## src/rtl/dmem_access_ctrl_if.sv

```systemverilog
// SRAM-side bus of the data-memory access controller.
// Controller drives the request side, SRAM answers with ack/rdata.
interface dmem_access_ctrl_if;
  logic        sram_req;
  logic        sram_wr;
  logic [3:0]  sram_wen;
  logic [31:0] sram_addr;
  logic [31:0] sram_wdata;
  logic        sram_ack;
  logic [31:0] sram_rdata;

  modport master (
    output sram_req,
    output sram_wr,
    output sram_wen,
    output sram_addr,
    output sram_wdata,
    input  sram_ack,
    input  sram_rdata
  );

  modport slave (
    input  sram_req,
    input  sram_wr,
    input  sram_wen,
    input  sram_addr,
    input  sram_wdata,
    output sram_ack,
    output sram_rdata
  );
endinterface

```

## src/rtl/dmem_access_ctrl.sv

```systemverilog
// MEM-stage data access controller: align check, byte lanes,
// SRAM request/ack handshake with timeout, load extension.
module dmem_access_ctrl #(
  parameter int MAX_WAIT = 15
) (
  input  logic        clk,
  input  logic        reset,
  input  logic [1:0]  MemRead,
  input  logic [1:0]  MemWrite,
  input  logic        load_signed,
  input  logic [31:0] Aluout,
  input  logic [31:0] busB,
  output logic        stall,
  output logic [31:0] rdata,
  output logic        misalign,
  output logic        timeout_err,
  dmem_access_ctrl_if.master sram
);

  localparam int CW = $clog2(MAX_WAIT + 1);

  typedef enum logic [1:0] {
    IDLE = 2'd0,
    REQ  = 2'd1,
    DONE = 2'd2
  } state_t;

  state_t state, next_state;

  logic          is_wr;
  logic          op;
  logic [1:0]    size;
  logic          mis;
  logic [3:0]    wen_c;
  logic [31:0]   wdata_c;
  logic          start;
  logic          req_c;
  logic          tmo;

  logic          wr_q;
  logic [3:0]    wen_q;
  logic [31:0]   addr_q;
  logic [31:0]   wdata_q;
  logic [1:0]    off_q;
  logic [1:0]    sz_q;
  logic          sgn_q;
  logic [CW-1:0] cnt_q;

  logic [7:0]    b_sel;
  logic [15:0]   h_sel;
  logic [31:0]   ld_val;

  // Decode the requested operation; a store wins over a load
  always_comb begin
    is_wr = |MemWrite;
    op    = is_wr | (|MemRead);
    size  = is_wr ? MemWrite : MemRead;
    mis   = ((size == 2'b10) & Aluout[0]) |
            ((size == 2'b11) & (|Aluout[1:0]));
    wen_c   = 4'b0000;
    wdata_c = 32'h0;
    if (is_wr) begin
      unique case (size)
        2'b01: begin
          wen_c   = 4'b0001 << Aluout[1:0];
          wdata_c = {4{busB[7:0]}};
        end
        2'b10: begin
          wen_c   = 4'b0011 << {Aluout[1], 1'b0};
          wdata_c = {2{busB[15:0]}};
        end
        default: begin
          wen_c   = 4'b1111;
          wdata_c = busB;
        end
      endcase
    end
  end

  // Pick and extend the addressed lane of the returned word
  always_comb begin
    b_sel = sram.sram_rdata[{off_q, 3'b000} +: 8];
    h_sel = off_q[1] ? sram.sram_rdata[31:16]
                     : sram.sram_rdata[15:0];
    unique case (sz_q)
      2'b01:   ld_val = {{24{sgn_q & b_sel[7]}}, b_sel};
      2'b10:   ld_val = {{16{sgn_q & h_sel[15]}}, h_sel};
      default: ld_val = sram.sram_rdata;
    endcase
  end

  assign tmo = (cnt_q == CW'(MAX_WAIT - 1));

  // Next state and combinational handshake outputs
  always_comb begin
    next_state = state;
    stall      = 1'b0;
    misalign   = 1'b0;
    req_c      = 1'b0;
    start      = 1'b0;
    unique case (state)
      IDLE: begin
        if (op) begin
          if (mis) begin
            misalign = 1'b1;
          end else begin
            stall      = 1'b1;
            start      = 1'b1;
            next_state = REQ;
          end
        end
      end
      REQ: begin
        req_c = 1'b1;
        stall = 1'b1;
        if (sram.sram_ack || tmo) begin
          next_state = DONE;
        end
      end
      DONE: begin
        next_state = IDLE;
      end
      default: begin
        next_state = IDLE;
      end
    endcase
    // Reset forces every output low, even with an op present
    if (!reset) begin
      stall    = 1'b0;
      misalign = 1'b0;
      req_c    = 1'b0;
      start    = 1'b0;
    end
  end

  // State register
  always_ff @(posedge clk or negedge reset) begin
    if (!reset) begin
      state <= IDLE;
    end else begin
      state <= next_state;
    end
  end

  // Latch the access on start, count waits, capture the result
  always_ff @(posedge clk or negedge reset) begin
    if (!reset) begin
      wr_q        <= 1'b0;
      wen_q       <= 4'b0000;
      addr_q      <= 32'h0;
      wdata_q     <= 32'h0;
      off_q       <= 2'b00;
      sz_q        <= 2'b00;
      sgn_q       <= 1'b0;
      cnt_q       <= '0;
      rdata       <= 32'h0;
      timeout_err <= 1'b0;
    end else begin
      timeout_err <= 1'b0;
      if (start) begin
        addr_q  <= {Aluout[31:2], 2'b00};
        wr_q    <= is_wr;
        wen_q   <= wen_c;
        wdata_q <= wdata_c;
        off_q   <= Aluout[1:0];
        sz_q    <= size;
        sgn_q   <= load_signed;
        cnt_q   <= '0;
      end
      if (state == REQ) begin
        if (sram.sram_ack) begin
          if (!wr_q) begin
            rdata <= ld_val;
          end
        end else if (tmo) begin
          rdata       <= 32'h0;
          timeout_err <= 1'b1;
        end else begin
          cnt_q <= cnt_q + 1'b1;
        end
      end
    end
  end

  assign sram.sram_req   = req_c;
  assign sram.sram_wr    = wr_q;
  assign sram.sram_wen   = wen_q;
  assign sram.sram_addr  = addr_q;
  assign sram.sram_wdata = wdata_q;

endmodule

```

## src/flat_wrapper.sv

```systemverilog
// flat-port wrapper written by rule: the top's interface ports become plain ports
module dmem_access_ctrl_flat 
#(
  parameter int MAX_WAIT = 15
)
  (clk, reset, MemRead, MemWrite, load_signed, Aluout, busB, stall, rdata, misalign, timeout_err, sram_sram_req, sram_sram_wr, sram_sram_wen, sram_sram_addr, sram_sram_wdata, sram_sram_ack, sram_sram_rdata);
  dmem_access_ctrl_if sram_i ();
  input  logic clk;
  input  logic reset;
  input  logic [1:0] MemRead;
  input  logic [1:0] MemWrite;
  input  logic load_signed;
  input  logic [31:0] Aluout;
  input  logic [31:0] busB;
  output logic stall;
  output logic [31:0] rdata;
  output logic misalign;
  output logic timeout_err;
  output wire logic [$bits(sram_i.sram_req)-1:0] sram_sram_req;
  output wire logic [$bits(sram_i.sram_wr)-1:0] sram_sram_wr;
  output wire logic [$bits(sram_i.sram_wen)-1:0] sram_sram_wen;
  output wire logic [$bits(sram_i.sram_addr)-1:0] sram_sram_addr;
  output wire logic [$bits(sram_i.sram_wdata)-1:0] sram_sram_wdata;
  input wire logic [$bits(sram_i.sram_ack)-1:0] sram_sram_ack;
  input wire logic [$bits(sram_i.sram_rdata)-1:0] sram_sram_rdata;
  assign sram_sram_req = sram_i.sram_req;
  assign sram_sram_wr = sram_i.sram_wr;
  assign sram_sram_wen = sram_i.sram_wen;
  assign sram_sram_addr = sram_i.sram_addr;
  assign sram_sram_wdata = sram_i.sram_wdata;
  assign sram_i.sram_ack = sram_sram_ack;
  assign sram_i.sram_rdata = sram_sram_rdata;
  dmem_access_ctrl #(.MAX_WAIT(MAX_WAIT)) u_core (.clk(clk), .reset(reset), .MemRead(MemRead), .MemWrite(MemWrite), .load_signed(load_signed), .Aluout(Aluout), .busB(busB), .stall(stall), .rdata(rdata), .misalign(misalign), .timeout_err(timeout_err), .sram(sram_i));
endmodule
```

## config.mk

```make
export PLATFORM = sky130hd
export DESIGN_NAME = dmem_access_ctrl_flat
export DESIGN_NICKNAME = d
export VERILOG_FILES = /design/src/rtl/dmem_access_ctrl_if.sv /design/src/rtl/dmem_access_ctrl.sv /design/src/flat_wrapper.sv
export SDC_FILE = /design/constraint.sdc
export NUM_CORES = 1
export LEC_CHECK = 0
export BUFFER_PORTS_ARGS = -buffer_cell sky130_fd_sc_hd__buf_4
export CAP_MARGIN = 10
export CORE_MARGIN = 5
export CORE_UTILIZATION = 49
export DETAILED_ROUTE_END_ITERATION = 10
export MAX_ROUTING_LAYER = met4
export PLACE_DENSITY = 0.78
export SKIP_CTS_REPAIR_TIMING = 1
export SYNTH_ARGS = -nofsm -noshare
export SYNTH_HDL_FRONTEND = slang
export SYNTH_SLANG_ARGS = --single-unit
```

## constraint.sdc

```tcl
create_clock -name clk -period 2 [get_ports clk]
set_input_delay 0.2 -clock clk [delete_from_list [all_inputs] [get_ports clk]]
set_output_delay 0.2 -clock clk [all_outputs]
set_load 0.05 [all_outputs]
```

==> reports/results.ini <==
[outcome]
status=complete, no violations

[detailed_routing]
via_count=4457
drt_iter0_drc=250
wl_per_cell_um=18.5
drcViolationCount=0
wl_um=14500
drtPass1Iterations=4
vias_per_cell=5.70
ant_nets=0

[logic_synthesis]
netlist_top_cells_area=dfrtp_1, mux2_2, a221o_1
ys_top_cells_by_count=dfrtp_1, mux2_2, o21ai_0
post_synth_num_cell_types=41
async_reset_ff_frac=1.00
syn_area_per_cell_um2=11.8
yosys.area.top_type=dfrtp_1
yosysWarnings=0
ys_seq_area_frac=0.539
synth_edf_count=0
netlist_area_um2=5150
yosysMostFrequentCell=dfrtp_1
synthFlopType=dfrtp_1
synth_top_area_frac=0.539
synth_seq_cells=111
syn_inst=437

[setup_path]
crit_path_top_delay_cell=ha_1
startpoint_type=primary input
cpPeakStageDelay_ns=0.23
crit_path_max_fanout=6
worstPathArrival_ns=1.70
r2r_end=u_core.rdata[23]
worstSetupEndpointType=primary output
rr_worst_depth=6
cp-startpoint=MemWrite[1]
crit_type=in2out
crit_path_cell_trace=buf_4 > inv_1 > a21oi_2 > inv_1 > ha_1 > a21oi_4 > o2111ai_4 > buf_4 > nand2_1 > buf_4
path_buf_inv=5
r2r_slack_ns=0.17
rr_startpoint=u_core.sz_q[1]
crit_top_cell=buf_4
worstPathRequired_ns=1.80
cp_top_family=buffers and inverters

[placed_design]
dp_cells=765
gp_congestion=0.860
numPortBuffers=206
hpwl_um=10900

[floorplanning]
dieArea_um2=12700
coreArea_um2=10300
rows=37
io-pin-count=209
die_x_um=113
die_h_um=113
initial_core_util=0.501

[hold_path]
hold_class=in2reg
min_to=u_core.sram.sram_addr[14]
min_from=Aluout[14]
min_path_cells=2

[power]
max-vdd-ir-drop_v=0.00122
p_leak_nw=3.39
p_per_area_nw_per_um2=1850
power_w=0.0132

[cts]
root_buffer=clkbuf_8
clk_path_buf_depth=2
clock_sinks=111
cts_max_level=3
clkSlewWorstSetupHoldPaths_ns=0.11
cts_tree=yes
numCtsBuffers=9
clk_latency_ns=0.36

[global_routing]
use_met3=0.0474
first_global_vias=4623
grt_most_used_layer=met2
grt_usage=0.232
grt_max_degree=98
overflow=0
grtUsageMet1=0.295
grtUsageMet2=0.384
grt_pass1_wl_um=23300
antenna_found_initial=0

[cells_and_area]
syn_to_final_growth_pct=38.2
fillers=774
drive_gt1_frac=0.455
fin_nets=752
layout.cells.non_filler=782
num_antenna_cells=0

[timing]
finalSetupViolCount=0
slew_violations=0
relSlewSlack=0.589
fin_worst_skew_ns=0.0145
hold_viol_final=0
worst_pin_slew_ns=0.616
finalCriticalPeriod_ns=1.90
rsz0062_at_grt=yes
post-route-period-util=0.949
whs_ns=0.0613
fmax_mhz=527

[run]
drv_cap=0

-- metrics by stage --
stage	TNS (ns)	instance area (um2)	util	setup slack, ns
final	0	7120	0.692	0.103
after global routing	-0.0169	7120	0.692	-0.0169
after CTS	-0.0966	7080	0.689	-0.0966
after floorplan	0	5160	-	0.0253
after detailed placement	-6.48	6900	0.672	-0.139
after global placement	-0.263	6900	0.672	-0.0105
-- routing by layer --
| metal | wire, um | vias up |
|---|---|---|
| met4 | 277 | 0 |
| met2 | 7240 | 234 |
| li1 | - | 2042 |
| met3 | 1140 | 26 |
| met5 | 0 | - |
| met1 | 5840 | 2155 |
-- worst max path at each step --
stage | to | slack, ns | cells after the start
after floorplan | stall | 0.03 | 9
after global placement | u_core.sram.sram_addr[31] | -0.01 | 9
after detailed placement | u_core.sram.sram_addr[5] | -0.14 | 9
after CTS | stall | -0.1 | 10
after global routing | stall | -0.02 | 10
final | stall | 0.10 | 10
-- area by class of cell --
class / count / area, um2 / share of cell area
well taps: 136 / 170 / 0.0239
repair buffers: 227 / 1770 / 0.249
multi-input cells: 281 / 2180 / 0.306
clock inverters: 6 / 53.8 / 0.00756
flip-flops and latches: 111 / 2780 / 0.390
inverters: 11 / 41.3 / 0.00580
clock buffers: 10 / 128 / 0.0179
-- where the power goes --
group	total, W	switching, W	internal, W	leakage [nW]
clock	0.00126	0.000789	0.000474	0.0825
sequential	0.00399	0.000696	0.00329	1.39
combinational	0.00793	0.00525	0.00268	1.91
total	0.0132	0.00674	0.00645	3.39
-- cell usage in the layout, fill, tap and decap left out, drive strengths merged, types with 2 or more instances in the layout --
master / Yosys / final
mux2i: 2 / 2
clkinvlp: 0 / 3
o21ai: 38 / 38
dfrtp: 111 / 111
nor2: 4 / 4
nor3b: 9 / 9
clkbuf: 18 / 10
a21o: 2 / 2
conb: 1 / 2
a21oi: 23 / 23
a221oi: 7 / 7
and2: 4 / 4
mux2: 41 / 41
a22o: 12 / 12
a221o: 31 / 31
o211ai: 7 / 7
buf: 17 / 226
nand3: 5 / 5
nor2b: 4 / 4
a21boi: 3 / 3
ha: 7 / 7
inv: 11 / 13
a32o: 16 / 16
nand2: 35 / 35
nand2b: 18 / 18
-- cells by family after synthesis --
logic type	count (synthesis)	synth area share
compound gates	144	0.213
flops	111	0.539
simple gates	84	0.0875
buf+inv	46	0.0469
mux	43	0.0936
fa+ha+maj	7	0.0170
other cells	1	0.000728
xor+xnor	1	0.00170
-- registers in the layout (all words and copies together) (netlist names), 2 cells and up --
| name | flops |
|---|---|
| u_core.sram.sram_wen | 4 |
| u_core.sram.sram_addr | 30 |
| u_core.state | 2 |
| u_core.sz_q | 2 |
| u_core.cnt_q | 4 |
| u_core.sram.sram_wdata | 32 |
| u_core.rdata | 32 |
| u_core.off_q | 2 |
(Power assumes the default switching activity.)
